**src/rtl/tick_serial_tx.sv**
```systemverilog
// Tick-paced serial transmitter: start bit, DATA_W data bits LSB first,
// optional parity, 1 or 2 stop bits. Line idles high.
//
// state  | meaning
// IDLE   | line high, ready for a word
// ARM    | word latched, waiting for the next tick to align the start bit
// START  | start bit (line low)
// DATA   | data bits, LSB first
// PARITY | parity bit
// STOP   | stop bit period(s), line high
module tick_serial_tx #(
  parameter int DATA_W     = 8,
  parameter int PARITY_EN  = 0,
  parameter int PARITY_ODD = 0,
  parameter int STOP_BITS  = 1
) (
  input  logic              clk,
  input  logic              rst,
  input  logic              tick,
  input  logic              in_valid,
  input  logic [DATA_W-1:0] in_data,
  output logic              in_ready,
  output logic              tx_out,
  output logic              busy,
  output logic              done
);

  typedef enum logic [2:0] {IDLE, ARM, START, DATA, PARITY, STOP} state_t;

  localparam logic [4:0] LAST_BIT  = 5'(DATA_W - 1);
  localparam logic       LAST_STOP = (STOP_BITS == 2);
  localparam logic       ODD_B     = (PARITY_ODD != 0);

  state_t              state_q, state_d;
  logic [DATA_W-1:0]   shreg_q, shreg_d;
  logic                par_q, par_d;
  logic [4:0]          bit_cnt_q, bit_cnt_d;
  logic                stop_cnt_q, stop_cnt_d;
  logic                tx_q, tx_d;
  logic                busy_q, busy_d;
  logic                done_q, done_d;

  always_comb begin
    state_d    = state_q;
    shreg_d    = shreg_q;
    par_d      = par_q;
    bit_cnt_d  = bit_cnt_q;
    stop_cnt_d = stop_cnt_q;
    done_d     = 1'b0;
    case (state_q)
      IDLE: begin
        if (in_valid) begin
          shreg_d = in_data;
          par_d   = (^in_data) ^ ODD_B;
          state_d = ARM;
        end
      end
      ARM: if (tick) state_d = START;
      START: begin
        if (tick) begin
          state_d   = DATA;
          bit_cnt_d = 5'd0;
        end
      end
      DATA: begin
        if (tick) begin
          shreg_d   = shreg_q >> 1;
          bit_cnt_d = bit_cnt_q + 5'd1;
          if (bit_cnt_q == LAST_BIT) begin
            state_d    = (PARITY_EN != 0) ? PARITY : STOP;
            stop_cnt_d = 1'b0;
          end
        end
      end
      PARITY: begin
        if (tick) begin
          state_d    = STOP;
          stop_cnt_d = 1'b0;
        end
      end
      STOP: begin
        if (tick) begin
          if (stop_cnt_q == LAST_STOP) begin
            state_d = IDLE;
            done_d  = 1'b1;
          end else begin
            stop_cnt_d = 1'b1;
          end
        end
      end
      default: state_d = IDLE;
    endcase

    // Line and busy follow the state being entered so they are registered
    // without lagging the state by a cycle.
    case (state_d)
      START:   tx_d = 1'b0;
      DATA:    tx_d = shreg_d[0];
      PARITY:  tx_d = par_d;
      default: tx_d = 1'b1;
    endcase
    busy_d = (state_d != IDLE);
  end

  always_ff @(posedge clk or posedge rst) begin
    if (rst) begin
      state_q    <= IDLE;
      shreg_q    <= '0;
      par_q      <= 1'b0;
      bit_cnt_q  <= 5'd0;
      stop_cnt_q <= 1'b0;
      tx_q       <= 1'b1;
      busy_q     <= 1'b0;
      done_q     <= 1'b0;
    end else begin
      state_q    <= state_d;
      shreg_q    <= shreg_d;
      par_q      <= par_d;
      bit_cnt_q  <= bit_cnt_d;
      stop_cnt_q <= stop_cnt_d;
      tx_q       <= tx_d;
      busy_q     <= busy_d;
      done_q     <= done_d;
    end
  end

  assign in_ready = (state_q == IDLE);
  assign tx_out   = tx_q;
  assign busy     = busy_q;
  assign done     = done_q;

endmodule

```
**config.mk**
```make
export PLATFORM = sky130hd
export DESIGN_NAME = tick_serial_tx
export DESIGN_NICKNAME = d
export VERILOG_FILES = /design/src/rtl/tick_serial_tx.sv
export SDC_FILE = /design/constraint.sdc
export NUM_CORES = 1
export LEC_CHECK = 0
export ABC_AREA = 1
export BUFFER_PORTS_ARGS = -buffer_cell sky130_fd_sc_hd__buf_2
export CORE_ASPECT_RATIO = 2
export CORE_MARGIN = 3
export CORE_UTILIZATION = 33
export CTS_CLUSTER_DIAMETER = 80
export DETAILED_ROUTE_END_ITERATION = 8
export SLEW_MARGIN = 20
export SYNTH_ARGS = -nofsm -noshare
export SYNTH_HDL_FRONTEND = slang
export SYNTH_SLANG_ARGS = --single-unit
```
**constraint.sdc**
```tcl
create_clock -name clk -period 2.7 [get_ports clk]
set_input_delay 0.405 -clock clk [delete_from_list [all_inputs] [get_ports clk]]
set_output_delay 0.405 -clock clk [all_outputs]
set_load 0.005 [all_outputs]
```
After elaboration in Yosys (flattened, before gate mapping)
Cells that the tools add are included.
- flip-flop bits (word level): 21
- input bits: 12
- output and inout bits: 4
- logic and storage cells: 61
- add/subtract/negate cells: 1
- equality and inequality tests: 15
- mux-type cells: 27
- reduce and logical (&&, ||, !) cells: 9
- operators by type and width (kind ; number):
    3-bit 2-to-1 mux ; 8
    3-bit case mux with 6 select lines ; 1
    8-bit 2-to-1 mux ; 2
    8-bit case mux with 2 select lines ; 1
    3-bit by 2-bit equality test with 1-bit output, second input constant ; 4
    2-bit != test, second input constant ; 6
    1-bit 2-to-1 mux ; 10
    5-bit 2-to-1 mux ; 2
    5-bit case mux with 2 select lines ; 1
    3-bit equality test, second input constant ; 3
    8-bit XOR reduction ; 1
    1-bit case mux with 3 select lines ; 2
    3-bit AND reduction ; 2
    3-bit nonzero test ; 2
    5-bit by 1-bit adder with 5-bit output, second input constant ; 1
    5-bit by 3-bit equality test with 1-bit output, second input constant ; 1
    5-bit AND reduction ; 1
    2-bit nonzero test ; 2
    3-bit by 1-bit equality test with 1-bit output, second input constant ; 1
    3-bit logical NOT ; 1

Depth between registers and ports, before layout
- depth in word-level cells: 6
- depth in mapped cells: 10
- depth with buffers taken out: 10

Worst setup path before layout
Ideal clock, no wire load.
- kind: register -> register
- start: reg bit_cnt_q[1]
- end: reg tx_q, in the netlist tx_out
- setup time: 0.078 ns
- arrival time: 1.169 ns
- data required time: 2.622 ns
- path slack: 1.454 ns
- cell stages (with the launch flop): 9
- buffers on the path: 0
- clock period less this slack: 1.246 ns
- cells stage by stage: dfrtp_1 > ha_1 > nand2_1 > nor2_1 > nand3_1 > a21oi_2 > nand2_1 > nor2_2 > a21oi_2
- word-level cells in the longest chain between the ends: 6
- elaborated cells on any way between the ends: 8
- those cells by class: 4 x eq/ne; 4 x mux
- ends and longest elaborated chain (item ; line ; text):
    start: declaration ; 37 ; logic [4:0] bit_cnt_q, bit_cnt_d;
    start signal: assignment ; 119 ; bit_cnt_q <= bit_cnt_d;
    5-bit by 3-bit equality test with 1-bit output (*) ; 69 ; if (bit_cnt_q == LAST_BIT) begin
    3-bit 2-to-1 mux (*) ; 69 ;
    3-bit 2-to-1 mux (*) ; 66 ; if (tick) begin
    3-bit case mux with 6 select lines (*) ; 50 ; case (state_q)
    3-bit equality test or 3-bit by 2-bit equality test with 1-bit output (tied branches) ; 96 ; case (state_d)
    1-bit case mux with 3 select lines (*) ; 96 ;
    net tx_d ; 39 ; logic tx_q, tx_d;
    end signal: assignment ; 121 ; tx_q <= tx_d;
    end: declaration ; 39 ;
The timed path passes the listed nets; every way through them passes the cells marked *.
A chain may end at the register's enable or synchronous reset.

Worst setup path in the final report
- start: reg state_q[0]
- end: out in_ready
- word-level cells in the longest chain between the ends: 1
- ends and longest elaborated chain (item ; line ; text):
    start: declaration ; 34 ; state_t state_q, state_d;
    start signal: assignment ; 116 ; state_q <= state_d;
    3-bit logical NOT ; 127 ; assign in_ready = (state_q == IDLE);
    end: declaration ; 22 ; output logic in_ready,
No other way between the ends.

==> insert_results.sql <==
INSERT INTO impl_metrics (metric_group, metric, value, unit) VALUES
('status', 'run_status', 'finished clean', ''),
('grt', 'met2_track_utilization_from_global_routing', '23.0', '%'),
('synthesis', 'synth_seq_area_share', '40.9', '%'),
('critical_path', 'nature_of_the_critical_path_endpoint', 'output port', ''),
('timing', 'fmax_achieved', '0.614', 'GHz'),
('detailed_routing', 'dr.pass1.iters', '5', ''),
('detailed_routing', 'wl_per_cell', '10.1', 'um'),
('synthesis', 'post_synth_inst_count', '180', ''),
('timing', 'setup_tns', '0', 'ns'),
('layout', 'most_common_cell_after_layout_fill_and_taps_aside', 'nand2_1', ''),
('grt', 'groute.layer.met3.usage', '1.63', '%'),
('critical_path', 'ff2ff_setup_slack', '1.31', 'ns'),
('synthesis', 'synth_nets', '193', ''),
('grt', 'grt_max_degree', '21', ''),
('timing', 'post-route-period-util', '60.3', '%'),
('placement', 'placedCellCount', '243', ''),
('floorplanning', 'die_height', '92.3', 'um'),
('timing', 'setup_viol_count_final', '0', ''),
('detailed_routing', 'drtIter0Drc', '33', ''),
('cts', 'post_cts_hold_buffer_count', '0', ''),
('detailed_routing', 'vias', '1109', ''),
('floorplanning', 'initial_standard_cell_utilization_of_the_core', '35.2', '%'),
('grt', 'wire_length_of_the_first_global_routing_pass', '4330', 'um'),
('layout', 'nFillCells', '392', ''),
('cts', 'cts_inserted_buffers', '3', ''),
('critical_path', 'cp_peak_stage_delay', '0.49', 'ns'),
('layout', 'area.sequential', '502', 'um2'),
('grt', 'met1_demand_to_capacity_share_in_global_routing', '12.6', '%'),
('detailed_routing', 'via_density_per_instance', '4.49', ''),
('critical_path', 'timing.critical_path.depth', '4', ''),
('power', 'vdd.ir_drop.worst', '0.000488', 'V'),
('layout', 'area_delta_synth_final', '14.7', '%'),
('placement', 'dpl_cell_area', '1360', 'um2'),
('layout', 'finish.instance_area', '1410', 'um2'),
('critical_path', 'worst_r2r_startpoint', 'state_q[0]', ''),
('cts', 'tritoncts', 'built', ''),
('worst_hold_path', 'hp-class', 'in2async', ''),
('cts', 'htreeDepth', '1', ''),
('power', 'total_switching_power', '0.000476', 'W'),
('layout', 'utilization', '40.3', '%'),
('cts', 'cts_num_sinks', '20', ''),
('critical_path', 'rr_worst_depth', '6', ''),
('power', 'power.internal', '0.000691', 'W'),
('cts', 'worstSkewPairLatency', '0.25', 'ns'),
('power', 'pwr-share-seq', '41.4', '%'),
('cts', 'cts_buffer_depth', '2', ''),
('synthesis', 'synth_seq_cells', '20', ''),
('power', 'clockPowerShare', '16.7', '%'),
('grt', 'gr-usage-all-layers', '12.4', '%'),
('critical_path', 'crit_end', 'in_ready', ''),
('timing', 'report.final.hold_viol_count', '0', ''),
('critical_path', 'cp_num_buf_inv', '2', ''),
('critical_path', 'worst-endpoint-required', '2.30', 'ns'),
('critical_path', 'timing.critical_path.from_type', 'register', ''),
('grt', 'number_of_global_route_vias_before_repair', '1076', ''),
('layout', 'final_non_filler_cell_total', '247', ''),
('layout', 'finalNetCount', '213', ''),
('job', 'number_of_maximum_capacitance_violations', '0', ''),
('floorplanning', 'floorplan.core_area', '3490', 'um2'),
('cts', 'post_cts_resize_count', '0', ''),
('placement', 'dp_hpwl', '2080', 'um'),
('timing', 'period_minus_slack', '1.63', 'ns'),
('timing', 'finalMaxSlewViolations', '0', ''),
('critical_path', 'path_delay_family', 'flip-flops', ''),
('grt', 'top_usage_layer', 'met2', ''),
('floorplanning', 'chipWidth', '49.1', 'um'),
('power', 'design_power_total', '0.00117', 'W'),
('critical_path', 'crit_type', 'reg2out', ''),
('cts', 'clock-root-buffer', 'clkbuf_8', ''),
('power', 'static-leakage-power', '0.808', 'nW'),
('floorplanning', 'fp-row-count', '30', '');
==> cell usage after synthesis <==
library cell	count	area (um2)
a211oi_1	1	7.51
a21oi_1	4	20.0
a21oi_2	2	17.5
a22oi_1	6	45.0
and3_1	1	6.26
dfrtp_1	19	475
dfstp_2	1	26.3
ha_1	1	12.5
inv_1	22	82.6
inv_2	7	26.3
nand2_1	72	270
nand2_4	1	11.3
nand3_1	7	35.0
nand3_2	2	20.0
nor2_1	18	67.6
nor2_2	7	43.8
nor2_4	1	11.3
nor3_1	1	5.00
o21ai_0	4	20.0
or2_1	1	6.26
xnor2_1	1	8.76
xor2_1	1	8.76
==> layout make-up <==
cell class | count | share of cell area [%]
Tap cell | 48 | 4.27
Multi-Input combinational cell | 131 | 43.8
Timing Repair Buffer | 15 | 5.33
Clock buffer | 4 | 3.20
Sequential cell | 20 | 35.6
Inverter | 29 | 7.73
==> worst min path at each step <==
stage	endpoint	slack, ns	cells past startpoint
2_1_floorplan	bit_cnt_q[0]	0.37	1
3_3_place_gp	shreg_q[5]	0.46	2
3_5_place_dp	shreg_q[3]	0.46	2
4_1_cts	bit_cnt_q[3]	0.30	2
5_1_grt	bit_cnt_q[4]	0.32	2
6_report	bit_cnt_q[4]	0.26	2
==> metrics by stage <==
stage | hold WS (ns) | setup WS [ns]
floorplan | 0.368 | 1.45
CTS | 0.296 | 1.07
global route | 0.322 | 0.992
detailed placement | 0.461 | 1.32
global placement | 0.456 | 1.33
finish | 0.260 | 1.07
==> per-layer routing <==
metal,vias to the layer above,part of all wire [%]
li1,590,-
met1,497,40
met2,18,55
met3,4,3.4
met4,0,2.4
met5,-,0
==> power by group through the flow <==
stage	Combinational (W)	Sequential [W]	Clock, W
floorplan	0.000384	0.000474	0
global placement	0.000495	0.000490	0
detailed placement	0.000496	0.000491	0
CTS	0.000500	0.000486	0.000205
global route	0.000573	0.000498	0.000216
finish	0.000489	0.000484	0.000195
==> state kept, by name, indices dropped and copies added, names as in the netlist <==
signal / cells
busy: 1
tx_out: 1
done: 1
bit_cnt_q: 5
shreg_q: 8
par_q: 1
state_q: 3
==> cells by family after synthesis <==
logic type                 Yosys count  share of synthesized area [%]
AOI/OAI and AO/OA                   17                           8.97
and+or+nand+nor                    111                           38.8
adders and majority gates            1                           1.02
DFF                                 20                           40.9
xor gates and xnor gates             2                           1.43
buffers and inverters               29                           8.87
Note: power is estimated with default switching activity, not from simulation.
